--- src/rtl/uart_pkg.sv ---
// Shared UART definitions: FSM state encoding, frame constants and baud divisor math.
package uart_pkg;

  typedef enum logic [2:0] {
    ST_IDLE   = 3'd0,
    ST_START  = 3'd1,
    ST_DATA   = 3'd2,
    ST_PARITY = 3'd3,
    ST_STOP   = 3'd4
  } uart_state_e;

  localparam logic START_BIT = 1'b0;
  localparam logic STOP_BIT  = 1'b1;
  localparam int   DATA_BITS = 8;

  // Cycles per bit, truncated toward zero.
  function automatic int calc_baud_div(input int clk_freq, input int baud);
    return clk_freq / baud;
  endfunction

endpackage

--- src/rtl/uart_tx_fifo.sv ---
// Single-clock byte FIFO for the UART transmitter; zero-latency read data at the head.
// Writes into a full FIFO are ignored; pops from an empty FIFO are ignored.
module uart_tx_fifo #(
  parameter int DEPTH = 16,
  parameter int WIDTH = 8
) (
  input  logic                     clk_i,
  input  logic                     rst_ni,
  input  logic                     wr_vld_i,
  input  logic [WIDTH-1:0]         wr_dat_i,
  input  logic                     rd_rdy_i,
  output logic [WIDTH-1:0]         rd_dat_o,
  output logic                     full_o,
  output logic                     empty_o,
  output logic [$clog2(DEPTH):0]   count_o
);

  localparam int AW = $clog2(DEPTH);
  localparam logic [AW-1:0] PTR_ONE = 1;
  localparam logic [AW:0]   CNT_ONE = 1;
  localparam logic [AW:0]   CNT_MAX = (AW + 1)'(DEPTH);

  logic [WIDTH-1:0] mem_q [DEPTH];
  logic [AW-1:0]    wr_ptr_q, wr_ptr_d;
  logic [AW-1:0]    rd_ptr_q, rd_ptr_d;
  logic [AW:0]      cnt_q, cnt_d;
  logic             do_wr, do_rd;

  assign full_o   = (cnt_q == CNT_MAX);
  assign empty_o  = (cnt_q == '0);
  assign count_o  = cnt_q;
  assign rd_dat_o = mem_q[rd_ptr_q];

  // Fullness is judged before the pop, so a write into a full FIFO is dropped even on a pop cycle.
  assign do_wr = wr_vld_i && !full_o;
  assign do_rd = rd_rdy_i && !empty_o;

  always_comb begin
    wr_ptr_d = wr_ptr_q;
    rd_ptr_d = rd_ptr_q;
    cnt_d    = cnt_q;
    if (do_wr) wr_ptr_d = wr_ptr_q + PTR_ONE;
    if (do_rd) rd_ptr_d = rd_ptr_q + PTR_ONE;
    case ({do_wr, do_rd})
      2'b10:   cnt_d = cnt_q + CNT_ONE;
      2'b01:   cnt_d = cnt_q - CNT_ONE;
      default: cnt_d = cnt_q;
    endcase
  end

  always_ff @(posedge clk_i or negedge rst_ni) begin
    if (!rst_ni) begin
      wr_ptr_q <= '0;
      rd_ptr_q <= '0;
      cnt_q    <= '0;
    end else begin
      wr_ptr_q <= wr_ptr_d;
      rd_ptr_q <= rd_ptr_d;
      cnt_q    <= cnt_d;
    end
  end

  always_ff @(posedge clk_i) begin
    if (do_wr) mem_q[wr_ptr_q] <= wr_dat_i;
  end

endmodule

--- src/rtl/uart_tx.sv ---
// UART transmitter: byte FIFO feeding an 8N1 framer (8E1 when UART_TX_PARITY_EN is defined).
// Line falls two edges after a write to an idle transmitter; tx_ready drops when the FIFO is full.
module uart_tx
  import uart_pkg::*;
#(
  parameter int CLK_FREQ   = 50_000_000,
  parameter int BAUD       = 9600,
  parameter int FIFO_DEPTH = 16
) (
  input  logic       sclk,
  input  logic       s_rst_n,
  input  logic [7:0] tx_data,
  input  logic       tx_flag,
  output logic       tx_ready,
  output logic       tx_busy,
  output logic       tx_ovf,
  output logic       rs232_tx
);

  localparam int BAUD_DIV = calc_baud_div(CLK_FREQ, BAUD);
  localparam int CW       = (BAUD_DIV > 1) ? $clog2(BAUD_DIV) : 1;
  localparam logic [CW-1:0] CNT_LAST = CW'(BAUD_DIV - 1);
  localparam logic [CW-1:0] CNT_ONE  = 1;
  localparam logic [2:0]    IDX_LAST = 3'(DATA_BITS - 1);
  localparam int FW = $clog2(FIFO_DEPTH);

  uart_state_e state_q, state_d;
  logic [CW-1:0] cnt_q, cnt_d;
  logic [2:0]    idx_q, idx_d;
  logic [7:0]    shift_q, shift_d;
  logic          line_q, line_d;
  logic          busy_q, busy_d;
  logic          ovf_q, ovf_d;
  logic          pop, bit_end;

  logic [7:0]    fifo_dat;
  logic          fifo_full, fifo_empty;
  logic [FW:0]   fifo_cnt;

  uart_tx_fifo #(
    .DEPTH (FIFO_DEPTH),
    .WIDTH (8)
  ) u_fifo (
    .clk_i    (sclk),
    .rst_ni   (s_rst_n),
    .wr_vld_i (tx_flag),
    .wr_dat_i (tx_data),
    .rd_rdy_i (pop),
    .rd_dat_o (fifo_dat),
    .full_o   (fifo_full),
    .empty_o  (fifo_empty),
    .count_o  (fifo_cnt)
  );

  assign tx_ready = !fifo_full;
  assign tx_busy  = busy_q;
  assign tx_ovf   = ovf_q;
  assign rs232_tx = line_q;
  assign bit_end  = (cnt_q == CNT_LAST);

`ifdef UART_TX_PARITY_EN
  logic par_q;

  always_ff @(posedge sclk or negedge s_rst_n) begin
    if (!s_rst_n)  par_q <= 1'b0;
    else if (pop)  par_q <= ^fifo_dat;
  end
`endif

  always_comb begin
    state_d = state_q;
    cnt_d   = cnt_q;
    idx_d   = idx_q;
    shift_d = shift_q;
    pop     = 1'b0;
    line_d  = STOP_BIT;
    if (state_q != ST_IDLE) cnt_d = bit_end ? '0 : cnt_q + CNT_ONE;
    case (state_q)
      ST_IDLE: begin
        if (!fifo_empty) begin
          pop     = 1'b1;
          shift_d = fifo_dat;
          cnt_d   = '0;
          state_d = ST_START;
        end
      end
      ST_START: begin
        line_d = START_BIT;
        if (bit_end) begin
          idx_d   = '0;
          state_d = ST_DATA;
        end
      end
      ST_DATA: begin
        line_d = shift_q[0];
        if (bit_end) begin
          shift_d = {1'b0, shift_q[7:1]};
          idx_d   = idx_q + 3'd1;
          if (idx_q == IDX_LAST) begin
`ifdef UART_TX_PARITY_EN
            state_d = ST_PARITY;
`else
            state_d = ST_STOP;
`endif
          end
        end
      end
`ifdef UART_TX_PARITY_EN
      ST_PARITY: begin
        line_d = par_q;
        if (bit_end) state_d = ST_STOP;
      end
`endif
      ST_STOP: begin
        line_d = STOP_BIT;
        // A queued byte starts the next frame with no idle bit in between.
        if (bit_end) begin
          if (!fifo_empty) begin
            pop     = 1'b1;
            shift_d = fifo_dat;
            state_d = ST_START;
          end else begin
            state_d = ST_IDLE;
          end
        end
      end
      default: state_d = ST_IDLE;
    endcase
  end

  // Line and busy are registered from the current state so busy falls as the stop bit ends.
  assign busy_d = (state_q != ST_IDLE) || (fifo_cnt != '0);
  assign ovf_d  = ovf_q || (tx_flag && fifo_full);

  always_ff @(posedge sclk or negedge s_rst_n) begin
    if (!s_rst_n) begin
      state_q <= ST_IDLE;
      cnt_q   <= '0;
      idx_q   <= '0;
      shift_q <= '0;
      line_q  <= STOP_BIT;
      busy_q  <= 1'b0;
      ovf_q   <= 1'b0;
    end else begin
      state_q <= state_d;
      cnt_q   <= cnt_d;
      idx_q   <= idx_d;
      shift_q <= shift_d;
      line_q  <= line_d;
      busy_q  <= busy_d;
      ovf_q   <= ovf_d;
    end
  end

endmodule

--- config.mk ---
export PLATFORM = sky130hd
export DESIGN_NAME = uart_tx
export DESIGN_NICKNAME = d
export VERILOG_FILES = /design/src/rtl/uart_pkg.sv /design/src/rtl/uart_tx_fifo.sv /design/src/rtl/uart_tx.sv
export SDC_FILE = /design/constraint.sdc
export NUM_CORES = 1
export LEC_CHECK = 0
export BUFFER_PORTS_ARGS = -buffer_cell sky130_fd_sc_hd__buf_2
export CORE_MARGIN = 8
export CORE_UTILIZATION = 48
export DETAILED_ROUTE_END_ITERATION = 6
export GPL_ROUTABILITY_DRIVEN = 0
export PLACE_DENSITY = 0.73
export SETUP_SLACK_MARGIN = 0.2
export SLEW_MARGIN = 20
export SYNTH_ARGS = -nofsm -noshare
export SYNTH_HDL_FRONTEND = slang
export SYNTH_SLANG_ARGS = --single-unit
--- constraint.sdc ---
create_clock -name sclk -period 4.72 [get_ports sclk]
set_input_delay 0.236 -clock sclk [delete_from_list [all_inputs] [get_ports sclk]]
set_output_delay 0.236 -clock sclk [all_outputs]
set_load 0.01 [all_outputs]
==> results of run 1 <==
where the power goes:
part / internal (uW) / total [uW] / switching (uW)
logic: 117 / 344 / 227
registers: 1770 / 1860 / 88.5
clock network: 845 / 1450 / 607
layout by cell type, fill, tap and decap left out, types with 8 or more instances in the layout:
cell type,Yosys,routed
nor2_1,29,29
o21ai_0,20,20
a21oi_1,16,15
inv_1,13,13
nand3_1,10,10
ha_1,12,12
nand2_1,32,32
xnor2_1,8,8
nor3_1,11,11
dfrtp_1,42,41
a22oi_1,21,21
clkbuf_16,0,17
edfxtp_1,128,128
buf_2,8,13
mux2i_1,58,58
layout make-up:
class	count	area (sq um)	share of cell area (%)
repair buffers	20	120.1	1.460
flip-flops and latches	171	4925	59.84
clock buffers	17	425.4	5.170
inverters	14	52.55	0.6386
clock inverters	15	182.7	2.220
multi-input cells	301	2288	27.81
well taps	188	235.2	2.858
critical path: stages, from the launching register on:
cell and delay [ns]:
dfrtp_1 0.41, ha_1 0.26, nor4b_4 0.33, nand3_4 0.17, a2111oi_4 0.59, ha_1 0.34, inv_1 0.10, fa_1 0.40
nor2b_1 0.16, o21ai_0 0.14, and3_1 0.21, nor3_1 0.17, xor2_1 0.17
cell families (layout without fill, tap and decap cells):
kind of cell	count (synthesis)	after routing	share of synthesized area (%)
DFF	171	171	66.42
and+or+nand+nor	122	122	9.238
AOI/OAI and AO/OA	87	87	8.023
muxes	66	66	9.711
adders and majority gates	13	13	2.297
xor gates and xnor gates	13	13	1.537
buffers and inverters	41	66	2.770
sequential cells by signal (all words and copies together), names as in the netlist:
| signal | count |
|---|---|
| cnt_q | 13 |
| u_fifo.mem_q | 128 |
| tx_busy | 1 |
| shift_q | 8 |
| state_q | 3 |
| rs232_tx | 1 |
| u_fifo.wr_ptr_q | 4 |
| tx_ovf | 1 |
| u_fifo.rd_ptr_q | 4 |
| u_fifo.count_o | 5 |
| idx_q | 3 |
per-layer routing:
metal	vias up	global-route usage [%]
met4	0	6.914
li1	1977	-
met3	33	4.213
met1	2156	17.82
met2	146	27.55
met5	-	0
worst max path at each step:
stage | end | startpoint | slack (ns) | cells past startpoint
floorplan | u_fifo.count_o[4] | cnt_q[0] | 1.69 | 12
global placement | u_fifo.count_o[4] | cnt_q[0] | 1.49 | 12
detailed placement | u_fifo.count_o[4] | cnt_q[0] | 1.33 | 12
CTS | u_fifo.count_o[4] | cnt_q[0] | 1.20 | 12
global route | u_fifo.count_o[4] | cnt_q[0] | 0.94 | 12
finish | u_fifo.count_o[4] | cnt_q[0] | 1.20 | 12
stage by stage:
stage / hold WS [ns] / util (%) / power (uW) / area [sq um]
final: 0.06652 / 54.33 / 3658 / 8229
after global routing: 0.05663 / 54.33 / 3779 / 8229
after CTS: 0.02610 / 54.23 / 3679 / 8213
after detailed placement: 0.4762 / 50.21 / 2233 / 7605
after global placement: 0.4512 / 50.19 / 2206 / 7602
after floorplan: -0.05959 / - / 2108 / 7408
==> impl_results.md, run 1 <==
- Final min period: 3.519 ns
- Slew Viols, Final: 0
- Layout cells sized above 1: 13.57%
- Setup ws final: 1.201 ns
- IO Pins: 15
- DIE HEIGHT: 140.2 um
- DR iter-0 viols: 417
- Fin nets: 549
- Final clock skew: 0.01113 ns
- Post_cts resized: 0
- Met1 WL: 6.186 mm
- Seq/Total Area, Yosys: 66.42%
- Cell leakage power: 0.002755 uW
- Fin cells: 726
- Final Setup Violations: 0
- Area of the core: 0.01515 sq mm
- Cells after Synth: 513
- CTS tree: yes
- CP max FO: 6
- Crit start category: register
- Total negative slack: 0 ns
- Status: completed
- Mean Syn Cell Area: 14.44 sq um
- Min-delay worst type: input pin to register
- GRT Overall Usage: 15.77%
- Worst hold endpoint: tx_ovf
- Total wire length: 15.07 mm
- Clk Latency, worst-skew pair: 0.43 ns
- YS warnings: 0
- Placed cell count: 693
- Pre-Repair DR Iteration Count: 5
- PortBufs: 14
- Synth top area cells: edfxtp_1 (52%), dfrtp_1 (14%), mux2i_1 (7.8%)
- Max VDD drop: 344.4 uV
- Synth Cell Area: 0.007408 sq mm
- Final period utilization: 74.55%
- Post-CTS Setup Bufs: 0
- Power per cell area: 444.6 mW/mm^2
- Crit Path Category: register to register
- Top Metal Used: met4
- Drt wl/cell: 20.76 um
- Hold buffer count at cts: 0
- Least-Margin Pin Slew: 1.170 ns
- Synth Flop Type: edfxtp_1
- Site Rows: 45
- MaxCap Viol Count: 0
- Top cell type by total area after synthesis: edfxtp_1
- Die X: 140.2 um
- WP data required: 5.07 ns
- FMAX: 284.2 MHz
- Dpl hpwl: 9.462 mm
- WL met2: 7.770 mm
- FF-to-FF End: u_fifo.count_o[4]
- Post-synth EDFFs: 128
- Pin count of the biggest net entering global routing: 64
- Reg2Reg Depth: 12
- Via density per instance: 5.939
- Clock Sink Count: 171
- Post-synth top area share: 51.88%
- Initial Util: 48.91%
- CP Capture Type: register
- Area grow syn2layout: 11.08%
- Final hold vios: 0
- H-tree level count: 4
- CTS Buffer Depth: 2
- First-pass GRT wire length: 23.60 mm
- Die area: 0.01967 sq mm
- Vias in the first global route: 4,469
- Min-delay src: tx_flag
- CP Data Arrival Time: 3.87 ns
- Clk pin slew, worst setup/hold paths: 0.07 ns
- DRC viols: 0
- Met3 wire len: 686 um
- Remaining antenna violation count: 0
- Root buffer cell: clkbuf_16
- RSZ-0062 raised after global routing: false
- Reg2Reg Setup Slack: 1.20 ns
- Async set-reset flop share out of synthesis: 25.15%
- Top-count cell post-synth: edfxtp_1
- Initial antenna violation count: 0
- Global route total overflow: 0
- Worst slew margin: 21.82%
- Filler cell count: 1,191
- CTS buffer count: 17
- Yosys reg bits: 171
- Library cells used by synthesis: 58
- Hold Path Cell Cnt: 2
- Vias: 4,312
- Most frequent cells after synthesis: edfxtp_1 (128), mux2i_1 (58), dfrtp_1 (42), nand2_1 (32), nor2_1 (29)
- Worst slack at placement: 1.335 ns
- Ant diodes: 0
- Syn nets: 537
- Worst R2R Start: cnt_q[0]
Power figures use the tool's default switching activity.
==> inputs of run 2 (changes only) <==
--- a/config.mk
+++ b/config.mk
@@ -5,12 +5,13 @@
 export SDC_FILE = /design/constraint.sdc
 export NUM_CORES = 1
 export LEC_CHECK = 0
+export ABC_AREA = 1
 export BUFFER_PORTS_ARGS = -buffer_cell sky130_fd_sc_hd__buf_2
 export CORE_MARGIN = 8
 export CORE_UTILIZATION = 48
 export DETAILED_ROUTE_END_ITERATION = 6
 export GPL_ROUTABILITY_DRIVEN = 0
-export PLACE_DENSITY = 0.73
+export PLACE_DENSITY = 0.75
 export SETUP_SLACK_MARGIN = 0.2
 export SLEW_MARGIN = 20
 export SYNTH_ARGS = -nofsm -noshare
==> constraint.sdc (replaced) <==
create_clock -name sclk -period 3.2 [get_ports sclk]
set_input_delay 0.16 -clock sclk [delete_from_list [all_inputs] [get_ports sclk]]
set_output_delay 0.16 -clock sclk [all_outputs]
set_load 0.01 [all_outputs]
==> impl_results.md, run 2 <==
- Final period utilization: 83.05%
- Least-Margin Pin Slew: 0.9475 ns
- Mean Syn Cell Area: 9.778 sq um
- Max reg flops: 128
- Pre-Repair DR Iteration Count: 6
- Pin count of the biggest net entering global routing: 71
- Filler cell count: 1,330
- CP Capture Type: register
- Worst slack at placement: 0.4878 ns
- Clk Latency, worst-skew pair: 0.43 ns
- Crit start category: register
- Top cell type by total area after synthesis: edfxtp_1
- Synth Cell Area: 0.007764 sq mm
- Remaining antenna violation count: 0
- Met2 global-route usage: 27.58%
- CP Data Arrival Time: 2.97 ns
- H-tree level count: 4
- Total negative slack: 0 ns
- Initial antenna violation count: 0
- Setup ws final: 0.5423 ns
- PortBufs: 14
- Post-synth top area share: 49.51%
- Synth top area cells: edfxtp_1 (50%), dfrtp_1 (14%), nand2_1 (12%)
- Post-CTS Setup Bufs: 0
- Vias in the first global route: 4,945
- YS warnings: 0
- MaxCap Viol Count: 0
- Post-layout util: 54.11%
- Vias: 5,243
- Top Usage Layer GRT: met2
- Status: completed
- Reg2Reg Setup Slack: 0.54 ns
- Crit path capture: u_fifo.count_o[4]
- Most frequent cells in the layout: nand2_1 (254), edfxtp_1 (128), nand3_1 (100)
- Via density per instance: 5.056
- Max VDD drop: 448.8 uV
- Final hold vios: 0
- Met3 Track Usage GR: 3.506%
- Worst setup path start: cnt_q[0]
- Async set-reset flop share out of synthesis: 25.15%
- GRT Overall Usage: 16.43%
- First-pass GRT wire length: 25.68 mm
- Total wire length: 15.53 mm
- Crit Path Category: register to register
- Fin nets: 832
- Top-count cell post-synth: nand2_1
- Die X: 143.2 um
- FMAX: 376.3 MHz
- IO Pins: 15
- Met1 global-route usage: 20.28%
- Reg2Reg Depth: 16
- Largest regs: u_fifo.mem_q: 128 flops, cnt_q: 13 flops, shift_q: 8 flops
- Clk pin slew, worst setup/hold paths: 0.07 ns
- Area of the core: 0.01583 sq mm
- Library cells used by synthesis: 32
- Most common cell after layout, fill and taps aside: nand2_1
- Cell leakage power: 0.003675 uW
- Pwr Total: 5048 uW
- Global route total overflow: 0
- Dpl hpwl: 9.862 mm
- RSZ-0062 raised after global routing: false
- Worst R2R Start: cnt_q[0]
- Worst slew margin: 36.83%
- Root buffer cell: clkbuf_16
- Syn nets: 818
- Cells after Synth: 794
- CTS buffer count: 17
- FF-to-FF End: u_fifo.count_o[4]
- Area grow syn2layout: 10.31%
- Final clock skew: 0.008029 ns
- Seq/Total Area, Yosys: 63.38%
- Final min period: 2.658 ns
- Yosys reg bits: 171
- Die area: 0.02050 sq mm
- Ant diodes: 0
- DIE HEIGHT: 143.2 um
- WP data required: 3.51 ns
- Initial Util: 49.05%
- Post-synth EDFFs: 128
- Layout cells sized above 1: 8.770%
- Power per cell area: 589.4 mW/mm^2
- DRC viols: 0
- Synth Flop Type: edfxtp_1
- CTS Buffer Depth: 2
- Min-delay worst type: input pin to register
- Drt wl/cell: 14.97 um
- CP max FO: 8
- CTS tree: yes
- Slew Viols, Final: 0
- Most frequent cells after synthesis: nand2_1 (254), edfxtp_1 (128), nand3_1 (100), inv_1 (90), nor2_1 (51)
- Largest register by flop count: u_fifo.mem_q
- Final Setup Violations: 0
- Clock Sink Count: 171
- DR iter-0 viols: 507
- Site Rows: 46
==> run 2: cell count changes after synthesis, moves of 6 or more <==
cell and change:
xor2_1 +6, a32oi_1 -7, a31oi_1 -7, nor2_1 +22
xnor2_1 -7, inv_2 +6, a21oi_1 -9, a22oi_1 -21
inv_1 +77, a22o_1 -7, mux2i_1 -58, nand3_1 +90
nand2_1 +222, o22ai_1 +6
==> run 2: layout make-up <==
class / instances / area (sq um) / area share, %
Clock buffer: 17 / 425.4 / 4.967
Clock inverter: 15 / 100.1 / 1.169
Inverter: 101 / 380.4 / 4.441
Multi-Input combinational cell: 494 / 2311 / 26.98
Sequential cell: 171 / 4922 / 57.47
Tap cell: 216 / 270.3 / 3.156
Timing Repair Buffer: 23 / 155.1 / 1.812
==> run 2: how the worst min path moves through the flow <==
stage	from	end	slack (ns)	cells past startpoint
floorplan	s_rst_n	cnt_q[0]	-0.14	0
global placement	s_rst_n	tx_busy	0.38	1
detailed placement	s_rst_n	tx_busy	0.37	1
CTS	tx_data[7]	u_fifo.mem_q[6][7]	0.11	1
global route	tx_data[7]	u_fifo.mem_q[4][7]	0.12	1
finish	tx_data[6]	u_fifo.mem_q[5][6]	0.13	1
==> run 2: what timing repair did <==
item,4_1_cts,5_1_grt
resized for setup,0,1
endpoints found under the setup margin,0,1
hold endpoints to repair,43,0
hold buffers,2,0
==> run 2: per-stage QoR <==
| stage | instances | cell area, sq um | hold WS (ns) |
|---|---|---|---|
| finish | 1037 | 8564 | 0.1289 |
| CTS | 1037 | 8562 | 0.1108 |
| global route | 1037 | 8564 | 0.1174 |
| global placement | 1003 | 8016 | 0.3762 |
| detailed placement | 1003 | 8016 | 0.3707 |
| floorplan | 794 | 7764 | -0.1356 |
==> run 2: worst max-delay path, stage by stage (launching register included) <==
cell and delay [ns]:
dfrtp_1 0.42, ha_1 0.27, nand2_1 0.10, clkinv_1 0.07
nand3_1 0.07, nor2_1 0.05, nand2_1 0.12, nand2_1 0.08
nand2_2 0.10, clkinv_2 0.12, ha_2 0.25, ha_1 0.31
a21oi_1 0.14, nand2_1 0.08, a21oi_1 0.11, o21ai_0 0.11
xor2_1 0.15
==> run 2: report_power, final <==
part | internal [uW] | switching [uW]
combinational | 143 | 363
clock | 986 | 852
sequential | 2620 | 86.7
total | 3750 | 1300
==> run 2: cells by family (layout without fill, tap and decap cells) <==
group / count (synthesis) / after routing / synth area share [%]
and+or+nand+nor: 427 / 427 / 23.08
adders and majority gates: 13 / 13 / 2.192
buffers and inverters: 129 / 156 / 6.881
xor gates and xnor gates: 12 / 12 / 1.354
DFF: 171 / 171 / 63.38
AOI/OAI and AO/OA: 42 / 42 / 3.111
==> run 2: metal layers <==
| metal | routed length, um | vias to the layer above |
|---|---|---|
| met5 | 0 | - |
| met4 | 257 | 0 |
| met3 | 725 | 23 |
| met2 | 7796 | 124 |
| met1 | 6745 | 2474 |
| li1 | - | 2622 |
==> inputs of run 3 (changes only) <==
==> constraint.sdc (replaced) <==
create_clock -name sclk -period 2.3 [get_ports sclk]
set_input_delay 0.115 -clock sclk [delete_from_list [all_inputs] [get_ports sclk]]
set_output_delay 0.115 -clock sclk [all_outputs]
set_load 0.01 [all_outputs]
==> impl_results.md, run 3 (synthesized netlist as in run 2, its figures left out) <==
- Total negative slack: 0 ns
- Power per cell area: 820.7 mW/mm^2
- Final min period: 2.264 ns
- Critical path's slowest cell: dfrtp_1
- First-pass GRT wire length: 26.74 mm
- H-tree level count: 4
- RSZ-0062 raised after global routing: true
- Largest register by flop count: u_fifo.mem_q
- Layout cells sized above 1: 14.50%
- Max VDD drop: 754.3 uV
- Setup ws final: 0.03591 ns
- Initial Util: 49.05%
- CP Data Arrival Time: 2.62 ns
- Final hold vios: 0
- WP data required: 2.66 ns
- PortBufs: 14
- Most frequent cells in the layout: nand2_1 (251), edfxtp_1 (128), nand3_1 (98)
- Fin nets: 867
- Site Rows: 46
- DIE HEIGHT: 143.2 um
- IO Pins: 15
- Buf+Inv Stages, Crit Path: 4
- Max reg flops: 128
- Die area: 0.02050 sq mm
- Ant diodes: 0
- CP Capture Type: register
- Min-delay src: tx_data[7]
- Most common cell after layout, fill and taps aside: nand2_1
- Least-Margin Pin Slew: 0.6808 ns
- Placed cell count: 1,029
- Final period utilization: 98.44%
- FMAX: 441.7 MHz
- CP cell instances: ha_4 > nand2_2 > clkinv_2 > nand3_2 > nor2_2 > nand2_1 > nand2_1 > nand2_2 > clkinv_4 > ha_4 > inv_2 > fa_2 > inv_2 > nand3_2 > nand2_2 > a21oi_2 > o21ai_1 > xor2_1
- Crit Path Category: register to register
- Pre-Repair DR Iteration Count: 5
- GRT Overall Usage: 17.10%
- Clk pin slew, worst setup/hold paths: 0.06 ns
- DR iter-0 viols: 498
- Worst slack at placement: -0.003132 ns
- Status: completed
- Remaining antenna violation count: 0
- Initial antenna violation count: 0
- CTS buffer count: 17
- Area grow syn2layout: 15.41%
- Clk Latency, worst-skew pair: 0.43 ns
- Root buffer cell: clkbuf_16
- DRC viols: 0
- Worst R2R Start: cnt_q[0]
- Cell mode on critical path: nand2_2
- Drt wl/cell: 15.36 um
- Vias: 5,486
- Slew Viols, Final: 0
- Min-delay worst type: input pin to register
- Die X: 143.2 um
- Cell family with most CP delay: adder cells
- Via density per instance: 5.122
- Pin count of the biggest net entering global routing: 71
- Fin cells: 1,071
- Total wire length: 16.45 mm
- Largest regs: u_fifo.mem_q: 128 flops, cnt_q: 13 flops, shift_q: 8 flops
- Post-layout util: 56.61%
- Crit-path max cell delay: 0.39 ns
- Vias in the first global route: 5,351
- Worst setup path start: cnt_q[0]
- Crit start category: register
- Final Setup Violations: 0
- Worst slew margin: 54.55%
- CP max FO: 5
- MaxCap Viol Count: 0
- CTS Buffer Depth: 2
- Dpl hpwl: 10.49 mm
- Final clock skew: 0.006619 ns
- Global route total overflow: 0
- Area of the core: 0.01583 sq mm
- Clock Sink Count: 171
- CTS tree: yes
- Cell leakage power: 0.003878 uW
## run 3: cell count changes in the layout (fill, tap and decap cells not counted), sizes merged
cell / delta
bufinv: +2
inv: -2
clkbuf: +1
clkinvlp: +1
clkinv: -3
buf: +35
## run 3: area by class of cell
type / count / area, sq um
Fill cell: 1324 / 6868
Sequential cell: 171 / 4922
Multi-Input combinational cell: 494 / 2395
Timing Repair Buffer: 58 / 430.4
Clock buffer: 18 / 429.2
Inverter: 101 / 385.4
Tap cell: 216 / 270.3
Clock inverter: 13 / 127.6
## run 3: path summary, 6_finish.rpt
kind / depth (start not counted) / to / slack, ns
min in group asynchronous: 2 / tx_busy / 0.14
max: 18 / u_fifo.count_o[4] / 0.04
max reg2reg: 18 / u_fifo.count_o[4] / 0.04
min: 1 / u_fifo.mem_q[2][7] / 0.1
max in group asynchronous: 3 / rs232_tx / 1.53
min reg2reg: 2 / idx_q[1] / 0.48
## run 3: stage by stage
step | cell area (sq um) | total power (uW) | hold slack [ns]
after floorplan | 7824 | 4297 | -0.1806
after global placement | 8284 | 4593 | 0.06196
after detailed placement | 8284 | 4638 | 0.06137
after CTS | 8924 | 7380 | 0.08180
after global routing | 8960 | 7631 | 0.1027
final | 8960 | 7354 | 0.09946
## run 3: timing repair
action | CTS | global route
setup buffers | 5 | 4
hold endpoints to repair | 27 | 0
cloned | 0 | 0
endpoints found under the setup margin | 2 | 4
hold buffers | 2 | 0
resized for setup | 8 | 3
pin swaps | 10 | 2
## run 3: layer usage
layer | global-route usage (%) | up-vias | wire length (um)
met3 | 3.907 | 29 | 883
met4 | 7.327 | 0 | 362
met1 | 20.55 | 2599 | 7082
met5 | 0 | - | 0
li1 | - | 2689 | -
met2 | 28.90 | 169 | 8120
## run 3: power breakdown
| part | switching [uW] | internal (uW) | total (uW) | leakage, uW |
|---|---|---|---|---|
| registers | 127 | 3640 | 3760 | 0.00168 |
| clock network | 1150 | 1580 | 2720 | 0.000263 |
| logic | 566 | 299 | 864 | 0.00193 |
| total | 1840 | 5510 | 7350 | 0.00388 |
